<file path="src/rtl/mcfsm_pkg.sv">
// Shared encodings for the multi-cycle control FSM: state codes, opcodes,
// ALU operation codes and ALU source-B selector codes.
package mcfsm_pkg;

   typedef enum logic [3:0] {
      S_IDLE     = 4'd0,
      S_FETCH    = 4'd1,
      S_DECODE   = 4'd2,
      S_EXEC_R   = 4'd3,
      S_EXEC_I   = 4'd4,
      S_ALU_WB   = 4'd5,
      S_IMM_WB   = 4'd6,
      S_MEM_ADDR = 4'd7,
      S_MEM_RD   = 4'd8,
      S_MEM_WB   = 4'd9,
      S_MEM_WR   = 4'd10,
      S_BRANCH   = 4'd11,
      S_JUMP     = 4'd12,
      S_TRAP     = 4'd13
   } state_t;

   localparam logic [5:0] OP_RTYPE = 6'b000000;
   localparam logic [5:0] OP_ADDI  = 6'b000001;
   localparam logic [5:0] OP_LW    = 6'b000100;
   localparam logic [5:0] OP_SW    = 6'b000101;
   localparam logic [5:0] OP_BEQ   = 6'b000110;
   localparam logic [5:0] OP_J     = 6'b000111;

   localparam logic [2:0] ALU_ADD   = 3'b000;
   localparam logic [2:0] ALU_SUB   = 3'b001;
   localparam logic [2:0] ALU_FUNCT = 3'b010;

   localparam logic [1:0] SRCB_REGB   = 2'b00;
   localparam logic [1:0] SRCB_FOUR   = 2'b01;
   localparam logic [1:0] SRCB_IMM    = 2'b10;
   localparam logic [1:0] SRCB_IMM_SH = 2'b11;

endpackage

</file>
<file path="src/rtl/multicycle_control_fsm.sv">
// Multi-cycle instruction sequencer: steps each instruction through fetch/decode/execute/
// memory/write-back, drives datapath strobes per state and traps on timeout or bad opcode.
module multicycle_control_fsm
   import mcfsm_pkg::*;
#(
   parameter int OPW         = 6,
   parameter int ALUOPW      = 3,
   parameter int MEM_TIMEOUT = 15
) (
   input  logic              clk,
   input  logic              rst,
   input  logic              run,
   input  logic [OPW-1:0]    opcode,
   input  logic              mem_ready,
   output logic              mem_req,
   output logic              mem_we,
   output logic              iord,
   output logic              ir_write,
   output logic              pc_write,
   output logic              branch,
   output logic              jump,
   output logic              alu_src_a,
   output logic [1:0]        alu_src_b,
   output logic [ALUOPW-1:0] alu_op,
   output logic              reg_dst,
   output logic              mem_to_reg,
   output logic              reg_write,
   output logic              instr_done,
   output logic              illegal_op,
   output logic              bus_err,
   output logic              halted,
   output logic [3:0]        state_o
);

   localparam int CNTW = $clog2(MEM_TIMEOUT + 1);

   state_t          state_r;
   state_t          next_state_s;
   logic [CNTW-1:0] wait_cnt_r;
   logic            mem_wait_s;
   logic            timeout_s;
   state_t          after_done_s;

   // The counter holds the low-ready cycles already spent, so the limit is hit on the
   // MEM_TIMEOUT-th consecutive low cycle.
   always_comb begin
      mem_wait_s   = (state_r == S_FETCH) || (state_r == S_MEM_RD) || (state_r == S_MEM_WR);
      timeout_s    = mem_wait_s && !mem_ready && (wait_cnt_r == CNTW'(MEM_TIMEOUT - 1));
      after_done_s = run ? S_FETCH : S_IDLE;
   end

   // State register
   always_ff @(posedge clk) begin
      if (rst) begin
         state_r <= S_IDLE;
      end else begin
         state_r <= next_state_s;
      end
   end

   // Wait-state counter: cleared on any state change, on ready, or outside memory states
   always_ff @(posedge clk) begin
      if (rst) begin
         wait_cnt_r <= '0;
      end else if ((next_state_s != state_r) || mem_ready || !mem_wait_s) begin
         wait_cnt_r <= '0;
      end else begin
         wait_cnt_r <= wait_cnt_r + CNTW'(1);
      end
   end

   // Next-state and per-state datapath strobes
   always_comb begin
      next_state_s = state_r;
      mem_req      = 1'b0;
      mem_we       = 1'b0;
      iord         = 1'b0;
      ir_write     = 1'b0;
      pc_write     = 1'b0;
      branch       = 1'b0;
      jump         = 1'b0;
      alu_src_a    = 1'b0;
      alu_src_b    = SRCB_REGB;
      alu_op       = ALUOPW'(ALU_ADD);
      reg_dst      = 1'b0;
      mem_to_reg   = 1'b0;
      reg_write    = 1'b0;
      instr_done   = 1'b0;
      illegal_op   = 1'b0;
      bus_err      = 1'b0;
      halted       = 1'b0;
      case (state_r)
         S_IDLE: begin
            next_state_s = run ? S_FETCH : S_IDLE;
         end
         S_FETCH: begin
            mem_req   = 1'b1;
            alu_src_b = SRCB_FOUR;
            if (mem_ready) begin
               ir_write     = 1'b1;
               pc_write     = 1'b1;
               next_state_s = S_DECODE;
            end else if (timeout_s) begin
               bus_err      = 1'b1;
               next_state_s = S_TRAP;
            end else begin
               next_state_s = S_FETCH;
            end
         end
         S_DECODE: begin
            alu_src_b = SRCB_IMM_SH;
            case (opcode)
               OP_RTYPE: next_state_s = S_EXEC_R;
               OP_ADDI:  next_state_s = S_EXEC_I;
               OP_LW:    next_state_s = S_MEM_ADDR;
               OP_SW:    next_state_s = S_MEM_ADDR;
               OP_BEQ:   next_state_s = S_BRANCH;
               OP_J:     next_state_s = S_JUMP;
               default: begin
                  illegal_op   = 1'b1;
                  next_state_s = S_TRAP;
               end
            endcase
         end
         S_EXEC_R: begin
            alu_src_a    = 1'b1;
            alu_op       = ALUOPW'(ALU_FUNCT);
            next_state_s = S_ALU_WB;
         end
         S_EXEC_I: begin
            alu_src_a    = 1'b1;
            alu_src_b    = SRCB_IMM;
            next_state_s = S_IMM_WB;
         end
         S_ALU_WB: begin
            reg_dst      = 1'b1;
            reg_write    = 1'b1;
            instr_done   = 1'b1;
            next_state_s = after_done_s;
         end
         S_IMM_WB: begin
            reg_write    = 1'b1;
            instr_done   = 1'b1;
            next_state_s = after_done_s;
         end
         S_MEM_ADDR: begin
            alu_src_a    = 1'b1;
            alu_src_b    = SRCB_IMM;
            next_state_s = (opcode == OP_LW) ? S_MEM_RD : S_MEM_WR;
         end
         S_MEM_RD: begin
            mem_req = 1'b1;
            iord    = 1'b1;
            if (mem_ready) begin
               next_state_s = S_MEM_WB;
            end else if (timeout_s) begin
               bus_err      = 1'b1;
               next_state_s = S_TRAP;
            end else begin
               next_state_s = S_MEM_RD;
            end
         end
         S_MEM_WB: begin
            mem_to_reg   = 1'b1;
            reg_write    = 1'b1;
            instr_done   = 1'b1;
            next_state_s = after_done_s;
         end
         S_MEM_WR: begin
            mem_req = 1'b1;
            mem_we  = 1'b1;
            iord    = 1'b1;
            if (mem_ready) begin
               instr_done   = 1'b1;
               next_state_s = after_done_s;
            end else if (timeout_s) begin
               bus_err      = 1'b1;
               next_state_s = S_TRAP;
            end else begin
               next_state_s = S_MEM_WR;
            end
         end
         S_BRANCH: begin
            alu_src_a    = 1'b1;
            alu_op       = ALUOPW'(ALU_SUB);
            branch       = 1'b1;
            instr_done   = 1'b1;
            next_state_s = after_done_s;
         end
         S_JUMP: begin
            jump         = 1'b1;
            pc_write     = 1'b1;
            instr_done   = 1'b1;
            next_state_s = after_done_s;
         end
         S_TRAP: begin
            halted       = 1'b1;
            next_state_s = S_TRAP;
         end
         default: begin
            next_state_s = S_IDLE;
         end
      endcase
   end

   assign state_o = state_r;

endmodule

</file>
<file path="config.mk">
export PLATFORM = sky130hd
export DESIGN_NAME = multicycle_control_fsm
export DESIGN_NICKNAME = d
export VERILOG_FILES = /design/src/rtl/mcfsm_pkg.sv /design/src/rtl/multicycle_control_fsm.sv
export SDC_FILE = /design/constraint.sdc
export NUM_CORES = 1
export LEC_CHECK = 0
export ABC_AREA = 1
export BUFFER_PORTS_ARGS = -buffer_cell sky130_fd_sc_hd__buf_2
export CAP_MARGIN = 20
export CORE_MARGIN = 2
export CORE_UTILIZATION = 50
export DETAILED_ROUTE_END_ITERATION = 10
export PLACE_DENSITY = 0.83
export SLEW_MARGIN = 20
export SYNTH_ARGS = -nofsm -noshare
export SYNTH_HDL_FRONTEND = slang
export SYNTH_SLANG_ARGS = --single-unit
export TNS_END_PERCENT = 1
</file>
<file path="constraint.sdc">
create_clock -name clk -period 2.2 [get_ports clk]
set_input_delay 0.11 -clock clk [delete_from_list [all_inputs] [get_ports clk]]
set_output_delay 0.11 -clock clk [all_outputs]
set_load 0.05 [all_outputs]
</file>
==> results of run 1 <==
[stage by stage]
stage / util / setup slack [ps]
3_5_place_dp: 0.654 / 688
4_1_cts: 0.669 / 502
2_1_floorplan: - / -122
6_report: 0.669 / 508
5_1_grt: 0.669 / 405
3_3_place_gp: 0.654 / 708
[cells in the mapped netlist]
cell type	n	area [um^2]
nand2_1	23	86.3
inv_1	21	78.8
nor2_1	20	75.1
nand3_1	12	60.1
dfxtp_1	8	160
inv_2	6	22.5
o21ai_0	6	30.0
a21oi_1	5	25.0
nand2_2	5	31.3
nor2_4	4	45.0
buf_4	2	15.0
ha_1	2	25.0
nand2_4	2	22.5
nand3_2	2	20.0
nor2_2	2	12.5
nor3_1	2	10.0
o211ai_1	2	15.0
o21ai_1	2	10.0
a21oi_2	1	8.76
a31oi_1	1	6.26
and2_4	1	8.76
conb_1	1	3.75
nand3b_1	1	7.51
nand4_1	1	6.26
xnor2_1	1	8.76
xor2_1	1	8.76
[power groups by stage]
stage | Sequential, uW | Combinational, uW | Clock, uW
floorplan | 240 | 379 | 0
global placement | 195 | 523 | 0
detailed placement | 197 | 527 | 0
CTS | 194 | 530 | 115
global route | 197 | 569 | 123
finish | 193 | 530 | 113
[cell type report]
cell class / instances / share of cell area
Clock buffer: 3 / 0.0223
Inverter: 27 / 0.100
Multi-Input combinational cell: 97 / 0.538
Sequential cell: 8 / 0.160
Tap cell: 16 / 0.0199
Timing Repair Buffer: 32 / 0.159
[metal layers]
metal	GRT usage	wire (um)
met1	0.322	819
met2	0.374	953
met3	0.0204	205
met4	0.0667	0
met5	0	0
[sequential cells by signal, indices dropped and copies added (netlist names)]
name	flops
wait_cnt_r	4
state_o	4
[how the worst min path moves through the flow]
stage	end	slack [ps]
after floorplan	state_o[0]$_SDFF_PP0_	170
after global routing	state_o[0]$_SDFF_PP0_	60
after detailed placement	state_o[0]$_SDFF_PP0_	320
after global placement	state_o[0]$_SDFF_PP0_	310
final	state_o[0]$_SDFF_PP0_	60
after CTS	state_o[0]$_SDFF_PP0_	50
[kinds of logic after synthesis]
logic type                 share of synthesized area
AOI/OAI and AO/OA                              0.118
buffers and inverters                          0.145
adders and majority gates                     0.0311
other                                        0.00467
and+or+nand+nor                                0.480
DFF                                            0.199
xor gates and xnor gates                      0.0218
[cell usage in the layout, fill, tap and decap left out, drive strengths merged]
cell type,Yosys,final
buf,2,32
nand2,30,30
inv,27,27
nor2,26,26
nand3,14,14
dfxtp,8,8
o21ai,8,8
a21oi,6,6
clkbuf,0,3
o211ai,2,2
nor3,2,2
ha,2,2
nand3b,1,1
xor2,1,1
nand4,1,1
and2,1,1
a31oi,1,1
xnor2,1,1
conb,1,1
[worst max-delay path: cells and delay by family, from the launching register on]
| family | cells | cell delay [ps] |
|---|---|---|
| simple gates | 4 | 510 |
| flops | 1 | 440 |
| buf+inv | 2 | 310 |
| compound gates | 1 | 80 |
==> metrics.md, run 1 <==
| Metric | Value |
|---|---|
| Status | `completed` |
| RD Place Congestion | `0.950` |
| Hold_sp | `rst` |
| Area after DPL | `986 um^2` |
| Routed Antenna Nets | `0` |
| Hold depth | `2` |
| Critical Path End Type | `output pin` |
| Tcrit/Tclk final | `0.769` |
| Synth cell types | `26` |
| # setup viols final | `0` |
| Post_cts resized | `0` |
| Syn avg cell area | `5.99 um^2` |
| # Post-CTS Setup Buffers | `0` |
| LEAKAGE | `0.000609 uW` |
| DRC violations left | `0` |
| Clock Root Buffer | `clkbuf_4` |
| Ant. Diodes | `0` |
| Drt wl/cell | `10.8 um` |
| WHS | `61.4 ps` |
| Clock network fraction of total power | `0.135` |
| Register area share after synthesis | `0.199` |
| Largest net degree at the start of global routing | `8` |
| Yosys warnings | `0` |
| Initial antenna violation count | `0` |
| Crit start category | `flop` |
| Required @ worst endpoint | `2090 ps` |
| Fin nets | `181` |
| CP cell instances | `inv_2 > nand2_1 > nor2_4 > nor2_1 > o21ai_2 > nand3b_1 > buf_2` |
| First-pass GRT wire length | `3.51 mm` |
| Cells after synthesis | `134` |
| Sequential power share | `0.231` |
| CORE AREA | `0.00151 mm^2` |
| Initial core utilization | `0.533` |
| Multi-input gate area | `543 um^2` |
| Hold Path Class | `primary input to flop` |
| Crit Path Max Fanout | `5` |
| Inst Count DP | `180` |
| Switching pwr | `481 uW` |
| Post-Syn Area | `803 um^2` |
| Vias in the first global route | `855` |
| Layout cells sized above 1 | `0.377` |
| Reg2Reg Launch Point | `wait_cnt_r[0]$_SDFF_PP0_` |
| CP Capture Point | `instr_done` |
| Reg area | `161 um^2` |
| IO Count | `34` |
| Internal power | `355 uW` |
| DIE WIDTH | `44.1 um` |
| Cells on worst reg2reg path | `11` |
| Core Rows | `14` |
| VDD IR-drop max | `0.000476 V` |
| H-tree levels | `1` |
| Detailed Place HPWL | `1.67 mm` |
| Switching Fraction | `0.576` |
| Yosys reg bits | `8` |
| CTS Buffer Depth | `2` |
| Area growth from synthesis to layout | `25.5%` |
| GRT Resource Usage Total | `0.229` |
| Fillers | `135` |
| Max stage delay on crit path | `440 ps` |
| Synth Net Count | `146` |
| Total grt overflow | `0` |
| First-pass DRT Iterations | `4` |
| Unrepaired setup endpoints after global routing | `false` |
| Pwr dens | `829 mW/mm^2` |
| Worst Path Arrival | `1580 ps` |
| Critical path class | `flop to output pin` |
| Die area | `0.00194 mm^2` |
| Vias per inst | `5.32` |
| Fmax | `0.591 GHz` |
| Min Tclk post-route | `1690 ps` |
| CTS Hold Bufs | `0` |
| Vias after detailed routing | `974` |
| CTS buffer count | `3` |
| Worst path slowest cell | `dfxtp_1` |
| Setup TNS | `0 ps` |
| R2r setup slk | `660 ps` |
| Post-route cell area | `0.00101 mm^2` |
| Reg clk slew, reported paths | `60 ps` |
| CTS tree | `done` |
| Final Hold Fails | `0` |
| Final Max Tran Viols | `0` |
| Die Ht | `44.1 um` |
| Skew final | `7.43 ps` |
| I/O Buffers | `32` |
| Crit path from | `state_o[3]$_SDFF_PP0_` |
| Clk sinks | `8` |
| Reg2reg end | `wait_cnt_r[3]$_SDFF_PP0_` |
| Total Wirelength | `1.98 mm` |
| Worst skew pair latency | `250 ps` |
| Final Power | `836 uW` |
| Combinational share of power | `0.634` |
| First DRT Iteration DRCs | `36` |
| Max-cap violations | `0` |
| Finished Layout Cells | `183` |
Power figures use the tool's default switching activity.
==> run 2, diff against run 1 <==
- CORE_UTILIZATION: 50 -> 47
- PLACE_DENSITY: 0.83 -> 0.79
- clock period: 2.2 -> 1.6 ns (I/O delays scaled with it)
==> run 2 against run 1 <==
  * Worst setup slack got worse by 460 ps
  * Global-route usage shrank 0.27 points
  * Total power up 49%
  * Cell count increased by 1.6%
  * Worst hold slack worse by 30 ps
  * Register-to-register slack lost 540 ps
  * Combinational power grew 51%
  * Via count decreased by 2.6%
  * Clock power rose by 45%
  * Sequential share of layout area fell by 0.11 points
==> metrics.md, run 2 (synthesis gave the netlist of run 1 again) <==
| Metric | Value |
|---|---|
| Internal power | `546 uW` |
| CORE AREA | `0.00156 mm^2` |
| Total Wirelength | `2.06 mm` |
| Clock Root Buffer | `clkbuf_4` |
| Critical path class | `flop to output pin` |
| DRC violations left | `0` |
| Unrepaired setup endpoints after global routing | `true` |
| Initial core utilization | `0.515` |
| Fillers | `138` |
| Highest-count cells in the layout ignoring fill and taps | `buf_2 (27), nand2_1 (22), inv_1 (21)` |
| Fmax | `0.642 GHz` |
| Worst Path Arrival | `1480 ps` |
| Vias per inst | `5.10` |
| Clk sinks | `8` |
| GRT Resource Usage Total | `0.226` |
| Vias in the first global route | `838` |
| Combinational share of power | `0.642` |
| Hold Path Class | `primary input to flop` |
| WP buf/inv | `2` |
| Largest net degree at the start of global routing | `8` |
| Routed Antenna Nets | `0` |
| Detailed Place HPWL | `1.69 mm` |
| Post-route cell area | `0.00111 mm^2` |
| Wire length on met1 | `925 um` |
| LEAKAGE | `0.000632 uW` |
| First-pass GRT wire length | `3.41 mm` |
| Critical Path End Type | `output pin` |
| Max stage delay on crit path | `370 ps` |
| Reg clk slew, reported paths | `60 ps` |
| CTS Buffer Depth | `2` |
| IO Count | `34` |
| Pwr dens | `1120 mW/mm^2` |
| CP top delay family | `simple AND/OR/NAND/NOR gates` |
| Core Util, Final | `0.712` |
| Die area | `0.00206 mm^2` |
| Die Ht | `45.3 um` |
| Core Rows | `14` |
| CTS tree | `done` |
| Sequential power share | `0.226` |
| Crit Path Max Fanout | `7` |
| Max-cap violations | `0` |
| Initial antenna violation count | `0` |
| Switching pwr | `698 uW` |
| VDD IR-drop max | `0.000684 V` |
| First DRT Iteration DRCs | `35` |
| Fin nets | `183` |
| CP cell instances | `inv_2 > nand2_2 > nor2_4 > nand2_1 > o21ai_1 > buf_2` |
| Area growth from synthesis to layout | `38.2%` |
| First-pass DRT Iterations | `4` |
| Area after DPL | `0.00102 mm^2` |
| Final Hold Fails | `0` |
| Status | `completed` |
| Worst path slowest cell | `dfxtp_4` |
| Drt wl/cell | `11.1 um` |
| WHS | `31.7 ps` |
| RD Place Congestion | `1.01` |
| Total grt overflow | `0` |
| Final Max Tran Viols | `0` |
| Commonest non-fill, non-tap cell in the layout | `buf_2` |
| I/O Buffers | `32` |
| Min Tclk post-route | `1560 ps` |
| H-tree levels | `1` |
| Required @ worst endpoint | `1520 ps` |
| Crit start category | `flop` |
| Setup TNS | `0 ps` |
| Switching Fraction | `0.561` |
| CTS buffer count | `3` |
| DR top layer | `met4` |
| Skew final | `4.38 ps` |
| Tcrit/Tclk final | `0.973` |
| Clock network fraction of total power | `0.132` |
| Ant. Diodes | `0` |
| # setup viols final | `0` |
| Layout cells sized above 1 | `0.441` |
| Worst skew pair latency | `250 ps` |
| Metal2 WL | `991 um` |
| CTS Hold Bufs | `0` |
| Vias after detailed routing | `949` |
| Routed wl met3 | `123 um` |
| DIE WIDTH | `45.3 um` |
-- run 2: power by group through the flow --
| stage | logic, uW | clock network [uW] | registers (uW) |
|---|---|---|---|
| 2_1_floorplan | 535 | 0 | 336 |
| 3_5_place_dp | 740 | 0 | 276 |
| 6_report | 798 | 164 | 281 |
| 5_1_grt | 857 | 183 | 287 |
| 3_3_place_gp | 735 | 0 | 274 |
| 4_1_cts | 748 | 170 | 272 |
-- run 2: area by class of cell --
class | instances | area (um^2) | area share
Multi-Input combinational cell | 97 | 588 | 0.530
Clock buffer | 4 | 26.3 | 0.0237
Timing Repair Buffer | 34 | 195 | 0.176
Tap cell | 16 | 20.0 | 0.0180
Inverter | 27 | 104 | 0.0936
Sequential cell | 8 | 176 | 0.159
-- run 2: final timing paths --
check	slack [ps]	depth (start not counted)	from	to
setup / recovery	40	6	state_o[2]$_SDFF_PP0_	pc_write
hold / removal	30	2	rst	state_o[2]$_SDFF_PP0_
setup reg to reg	120	11	state_o[2]$_SDFF_PP0_	wait_cnt_r[3]$_SDFF_PP0_
hold reg to reg	430	1	wait_cnt_r[0]$_SDFF_PP0_	wait_cnt_r[0]$_SDFF_PP0_
-- run 2: layer usage --
metal  track usage  vias up
li1              -      492
met1         0.302      421
met2         0.366       34
met3        0.0160        2
met4         0.112        0
met5             0        -
-- run 2: per-stage QoR --
stage | cells | power (uW) | setup slack, ps
after floorplan | 134 | 871 | -222
after global placement | 180 | 1010 | 193
after detailed placement | 180 | 1020 | 113
after CTS | 184 | 1190 | 29.6
after global routing | 186 | 1330 | -26.8
final | 186 | 1240 | 43.5
-- run 2: timing repair --
item / 4_1_cts / 5_1_grt
setup endpoints to repair: 4 / 10
resized for setup: 4 / 14
pin swaps: 0 / 1
buffers inserted: 0 / 2
